--- src/rtl/simplez_pkg.sv ---
// Shared constants for the Simplez control unit: opcodes, ALU op codes,
// FSM state encodings and address-mux selects.
package simplez_pkg;

    localparam logic [2:0] OP_ST   = 3'b000;
    localparam logic [2:0] OP_LD   = 3'b001;
    localparam logic [2:0] OP_ADD  = 3'b010;
    localparam logic [2:0] OP_BR   = 3'b011;
    localparam logic [2:0] OP_BZ   = 3'b100;
    localparam logic [2:0] OP_CLR  = 3'b101;
    localparam logic [2:0] OP_DEC  = 3'b110;
    localparam logic [2:0] OP_HALT = 3'b111;

    localparam logic [1:0] AC_PASS = 2'b00;
    localparam logic [1:0] AC_ADD  = 2'b01;
    localparam logic [1:0] AC_CLR  = 2'b10;
    localparam logic [1:0] AC_DEC  = 2'b11;

    localparam logic [2:0] S_INIT   = 3'd0;
    localparam logic [2:0] S_FETCH  = 3'd1;
    localparam logic [2:0] S_DECODE = 3'd2;
    localparam logic [2:0] S_EXEC   = 3'd3;
    localparam logic [2:0] S_MEMRD  = 3'd4;
    localparam logic [2:0] S_HALT   = 3'd5;

    localparam logic SEL_PC = 1'b0;
    localparam logic SEL_CD = 1'b1;

    // LD and ADD need a second cycle to consume the synchronous read.
    function automatic logic is_mem_op(input logic [2:0] op);
        return (op == OP_LD) || (op == OP_ADD);
    endfunction

endpackage

--- src/rtl/simplez_step_det.sv ---
// Rising-edge detector for the synchronised single-step request.
// Ports: clk, rstn (async active-low), step_i (level), rise_o (1-cycle pulse).
module simplez_step_det (
    input  logic clk,
    input  logic rstn,
    input  logic step_i,
    output logic rise_o
);

    logic prev_q;

    // Reset to 1 so a button already held at reset does not fire.
    always_ff @(posedge clk or negedge rstn) begin
        if (!rstn) prev_q <= 1'b1;
        else       prev_q <= step_i;
    end

    assign rise_o = step_i & ~prev_q;

endmodule

--- src/rtl/simplez_ctrl.sv ---
// Simplez control unit: Moore FSM sequencing fetch/decode/execute.
// Ports: clk/rstn, op/z from datapath, run/step controls; register enables,
// ac_op, sel_addr, mem_we, fetch, stop and debug state out.
module simplez_ctrl
    import simplez_pkg::*;
#(
    parameter int OP_W    = 3,
    parameter bit STEP_EN = 1'b1
) (
    input  logic            clk,
    input  logic            rstn,
    input  logic [OP_W-1:0] op,
    input  logic            z,
    input  logic            run,
    input  logic            step,
    output logic            clr_pc,
    output logic            inc_pc,
    output logic            ld_pc,
    output logic            ld_ri,
    output logic            ld_ac,
    output logic [1:0]      ac_op,
    output logic            sel_addr,
    output logic            mem_we,
    output logic            fetch,
    output logic            stop,
    output logic [2:0]      state
);

    logic [2:0] state_q, state_d;
    logic [2:0] opc;
    logic       step_rise;
    logic       go;

    logic       dec_clr, dec_inc, dec_ldpc, dec_ldri, dec_ldac;
    logic [1:0] dec_acop;
    logic       dec_sel, dec_we, dec_fetch, dec_stop;

    assign opc = 3'(op);

    simplez_step_det u_step_det (
        .clk    (clk),
        .rstn   (rstn),
        .step_i (step),
        .rise_o (step_rise)
    );

    // Step edges only matter in FETCH; elsewhere they are simply dropped.
    assign go = !STEP_EN || run || step_rise;

    always_comb begin
        state_d = S_INIT;
        case (state_q)
            S_INIT:   state_d = S_FETCH;
            S_FETCH:  state_d = go ? S_DECODE : S_FETCH;
            S_DECODE: state_d = S_EXEC;
            S_EXEC: begin
                if (opc == OP_HALT)    state_d = S_HALT;
                else if (is_mem_op(opc)) state_d = S_MEMRD;
                else                   state_d = S_FETCH;
            end
            S_MEMRD:  state_d = S_FETCH;
            S_HALT:   state_d = S_HALT;
            default:  state_d = S_INIT;
        endcase
    end

    always_ff @(posedge clk or negedge rstn) begin
        if (!rstn) state_q <= S_INIT;
        else       state_q <= state_d;
    end

    always_comb begin
        dec_clr   = 1'b0;
        dec_inc   = 1'b0;
        dec_ldpc  = 1'b0;
        dec_ldri  = 1'b0;
        dec_ldac  = 1'b0;
        dec_acop  = AC_PASS;
        dec_sel   = SEL_PC;
        dec_we    = 1'b0;
        dec_fetch = 1'b0;
        dec_stop  = 1'b0;
        case (state_q)
            S_INIT: dec_clr = 1'b1;
            S_FETCH: begin
                dec_sel   = SEL_PC;
                dec_fetch = 1'b1;
            end
            S_DECODE: begin
                dec_ldri = 1'b1;
                dec_inc  = 1'b1;
            end
            S_EXEC: begin
                case (opc)
                    OP_ST: begin
                        dec_sel = SEL_CD;
                        dec_we  = 1'b1;
                    end
                    OP_LD, OP_ADD: dec_sel = SEL_CD;
                    OP_BR: dec_ldpc = 1'b1;
                    OP_BZ: dec_ldpc = z;
                    OP_CLR: begin
                        dec_acop = AC_CLR;
                        dec_ldac = 1'b1;
                    end
                    OP_DEC: begin
                        dec_acop = AC_DEC;
                        dec_ldac = 1'b1;
                    end
                    default: ;
                endcase
            end
            S_MEMRD: begin
                // op is still held in RI, so it selects pass vs add here.
                dec_sel  = SEL_CD;
                dec_ldac = 1'b1;
                dec_acop = (opc == OP_ADD) ? AC_ADD : AC_PASS;
            end
            S_HALT: dec_stop = 1'b1;
            default: ;
        endcase
    end

    // Gating with rstn forces every strobe low the moment reset asserts,
    // including the clr_pc that INIT would otherwise decode.
    assign clr_pc   = rstn & dec_clr;
    assign inc_pc   = rstn & dec_inc;
    assign ld_pc    = rstn & dec_ldpc;
    assign ld_ri    = rstn & dec_ldri;
    assign ld_ac    = rstn & dec_ldac;
    assign ac_op    = rstn ? dec_acop : 2'b00;
    assign sel_addr = rstn & dec_sel;
    assign mem_we   = rstn & dec_we;
    assign fetch    = rstn & dec_fetch;
    assign stop     = rstn & dec_stop;
    assign state    = state_q;

endmodule

--- config.mk ---
export PLATFORM = sky130hd
export DESIGN_NAME = simplez_ctrl
export DESIGN_NICKNAME = d
export VERILOG_FILES = /design/src/rtl/simplez_pkg.sv /design/src/rtl/simplez_step_det.sv /design/src/rtl/simplez_ctrl.sv
export SDC_FILE = /design/constraint.sdc
export NUM_CORES = 1
export LEC_CHECK = 0
export ABC_AREA = 1
export CAP_MARGIN = 20
export CORE_AREA = 2 2 39 41
export CTS_CLUSTER_SIZE = 28
export DETAILED_ROUTE_END_ITERATION = 8
export DIE_AREA = 0 0 41 43
export PLACE_DENSITY = 0.67
export SYNTH_ARGS = -nofsm -noshare
export SYNTH_HDL_FRONTEND = slang
export SYNTH_HIERARCHICAL = 1
export SYNTH_SLANG_ARGS = --single-unit
--- constraint.sdc ---
create_clock -name clk -period 3.3 [get_ports clk]
set_clock_uncertainty 0.1 [all_clocks]
set_input_delay 0.495 -clock clk [delete_from_list [all_inputs] [get_ports clk]]
set_output_delay 0.495 -clock clk [all_outputs]
set_load 0.1 [all_outputs]
==> results <==
- The flow ran to the end, and the final reports show no timing, DRC or antenna violations.
- The tightest hold path in the finished design has a slack of 463 ps.
- The starting DRC count in detailed routing is 2.
- The final layout contains routed wiring with a total length of 958 um.
- The mean instance size in the synthesized netlist is 6.36 sq um.
- The total power of the final layout is 659 uW.
- TritonCTS created 3 clock buffers.
- The most used standard cell by instance count after synthesis is nand2_1.
- No sink is reached through more buffers than the 2 on the longest clock path.
- For this run, the leading register cell type out of synthesis is dfrtp_1.
- Traced cell by cell, the critical path runs through clkdlybuf4s50_1, inv_2, nor4_2, buf_4.
- The quantity of I/O buffers inserted on ports is 21.
- Counting every net in the synthesized netlist gives 69.
- Buffers inserted to repair hold after CTS numbered 0.
- Setup violations remaining at the end of the flow were counted as 0.
- The average detailed-routed wire length per instance is 9.68 um.
- The post-route antenna net violation count is 0.
- The stage delay of the slowest cell on the critical path is 730 ps.
- The number of clock sinks seen by CTS is 4.
- Counting the fill cells in the layout gives 153.
- At the placement stage, the worst setup path has a slack of 853 ps.
- The die outline width is 41 um.
- After detailed routing, the number of vias per cell comes to 4.75.
- After synthesis the cells add up to 388 sq um.
- The first global-routing pass estimated 1570 um of wire.
- Derived from the worst setup path, the maximum achievable clock frequency is 0.409 GHz.
- The master cell of the clock root buffer is clkbuf_4.
- The final layout contains 92 nets.
- The detailed placement HPWL is 768 um.
- The largest fanout of any net on the critical path is 10.
- The register bit count reported by yosys is 4.
- Setup repair after global routing left no endpoint under its margin.
- The synthesized design devotes to its leading area cell type 19.4% of total area.
- The growth of design area from synthesis to finish is 56.8%.
- The number of synthesized flops with an enable pin is 0.
- The path class of the tightest hold or removal check is input port to asynchronous set/reset pin.
- The number of antenna violations at the first check in global routing was 0.
- Of the cells placed in the final design, the portion with a size suffix greater than 1 is 38.6%.
- The fraction of registers with async set/reset is 100%.
- The effective utilization at floorplan is 28.0%.
- After clock tree synthesis, the clock-pin slew on the worst setup and hold paths is 50 ps.
- The total via count in the routed design is 470.
- TritonCTS built the clock tree.
- Ranked by total cell area, the synthesized netlist is headed by dfrtp_1 19%, nand2_1 12%, nand3_1 10%.
- The data arrival time of the critical path is 1850 ps.
- The standard-cell row count is 14.
- For this run, design rule violations remaining after detail routing come to 0.
- The total area of multi-input combinational cells is 248 sq um.
- The via count of the first global-routing pass was 415.
- The total global routing track utilization is 12.6%.
- The portion of the clock cycle consumed by the worst path in the final layout is 74.2%.
- The number of standard cells in the layout, taps in and fillers out is 99.
- dfrtp_1 takes more of the synthesized area than any other cell.
- The count of pins over their slew limit is 0.
- For this design, the slowest cell found on the critical path is clkdlybuf4s50_1.
- After synthesis, the most frequently instantiated cells are 12 x nand2_1, 10 x nor2_1, 8 x nand3_1.
- At the pin with the least slew margin, the transition time is 425 ps.
- The analysis attributes to cell leakage a power of 0.301 nW.
- The number of placed instances, taps included, is 95.
- The share of the Yosys chip area taken by registers is 26.1%.
- The number of different library cells used by synthesis comes to 20.
- For this run, the number of Yosys warnings is 6.
- The buffer count from post-CTS setup fixing is 0.
- The overflow left after global routing is 0.
- The repair_antennas step left the layout with diodes totalling 0.
- The area of the core is 0.00138 sq mm.
- The required time of the critical path is 2700 ps.
- The number of iterations in the first detailed-routing pass is 2.
- The final number of hold-violating endpoints was 0.
- STA classifies the critical path endpoint as an output pin.
- In this run the power density over the cells is 1080 mW/mm^2.
- For the worst-skew pair, the clock arrives at the later sink with an insertion delay of 240 ps.
- The die is 43 um tall.
- The worst voltage drop across the vdd grid is 0.363 mV.
- Max-cap violations in this run came to 0.
- The category of the most critical setup path is input port to output pin.
- The final worst slack is 852 ps.
- Summing all flip-flop and latch instances after layout gives 101 sq um.
- The synthesized instance count is 61.
- The largest net degree at the start of global routing is 11.
- The number of top-level pins is 22.
- The die covers 0.00176 sq mm.
- At the end of routability-driven placement, the weighted congestion stood at 0.695.
- The number of gates resized after CTS was 0.
- In this run the tightest slew margin relative to its limit is 71.6%.
- The final critical-path required period is 2450 ps.
- The kind of start point of the critical path is an input port.
- The H-tree depth is 1.
==> stage by stage <==
stage	TNS [ps]	instance area [sq um]	utilization, %
after floorplan	-632	413	-
after global placement	0	582	42.0
after detailed placement	0	582	42.0
after CTS	0	608	43.9
after global routing	0	608	43.9
final	0	608	43.9
==> state kept, by name, indices dropped and copies added, names as in the netlist <==
name,count
state,3
u_step_det/prev_q,1
==> report_power, final <==
part | internal [mW] | leakage [nW] | switching (mW)
clock | 0.0455 | 0.0150 | 0.0214
combinational | 0.0997 | 0.239 | 0.374
sequential | 0.0671 | 0.0472 | 0.0512
total | 0.212 | 0.301 | 0.447
==> path summary, 6_finish.rpt <==
check	cells past startpoint	slack (ps)	startpoint	end
min	1	460	rstn	state[1]
max reg2reg	5	2040	state[1]	state[0]
min reg2reg	5	610	u_step_det/prev_q	state[1]
min in group clk	1	610	step	u_step_det/prev_q
max in group asynchronous	1	2300	rstn	u_step_det/prev_q
max	4	850	rstn	fetch
==> worst max-delay path: cells and delay by family <==
kind / cells / cell delay, ps
buf+inv: 3 / 1190
simple gates: 1 / 160
==> cell usage in the layout (no fill, tap or decap) <==
master / n
a21oi_1: 1
buf_4: 14
clkbuf_1: 1
clkbuf_4: 3
clkdlybuf4s50_1: 7
dfrtp_1: 3
dfstp_2: 1
inv_1: 7
inv_2: 3
nand2_1: 12
nand2_2: 1
nand2_4: 1
nand3_1: 8
nand4_1: 2
nor2_1: 9
nor2_2: 2
nor2_4: 1
nor3_1: 1
nor3_2: 1
nor4_2: 3
o21ai_2: 2
==> routing by layer <==
layer	part of all wire, %	global-route usage (%)
met3	7.8	3.14
met4	0	4.00
met1	40	14.9
met2	52	20.9
met5	0	0
==> area by class of cell <==
cell class	instances	share of cell area [%]
multi-input cells	44	40.7
repair buffers	21	28.8
flip-flops and latches	4	16.7
inverters	10	6.17
clock buffers	4	4.32
well taps	16	3.29
==> cell families after synthesis <==
| group | count (synthesis) | synth area share (%) |
|---|---|---|
| AO/OA/AOI/OAI | 3 | 4.84 |
| buffers and inverters | 13 | 16.5 |
| flip-flops | 4 | 26.1 |
| AND/OR/NAND/NOR | 41 | 52.6 |
No activity file was read; power rests on OpenSTA's default activity.
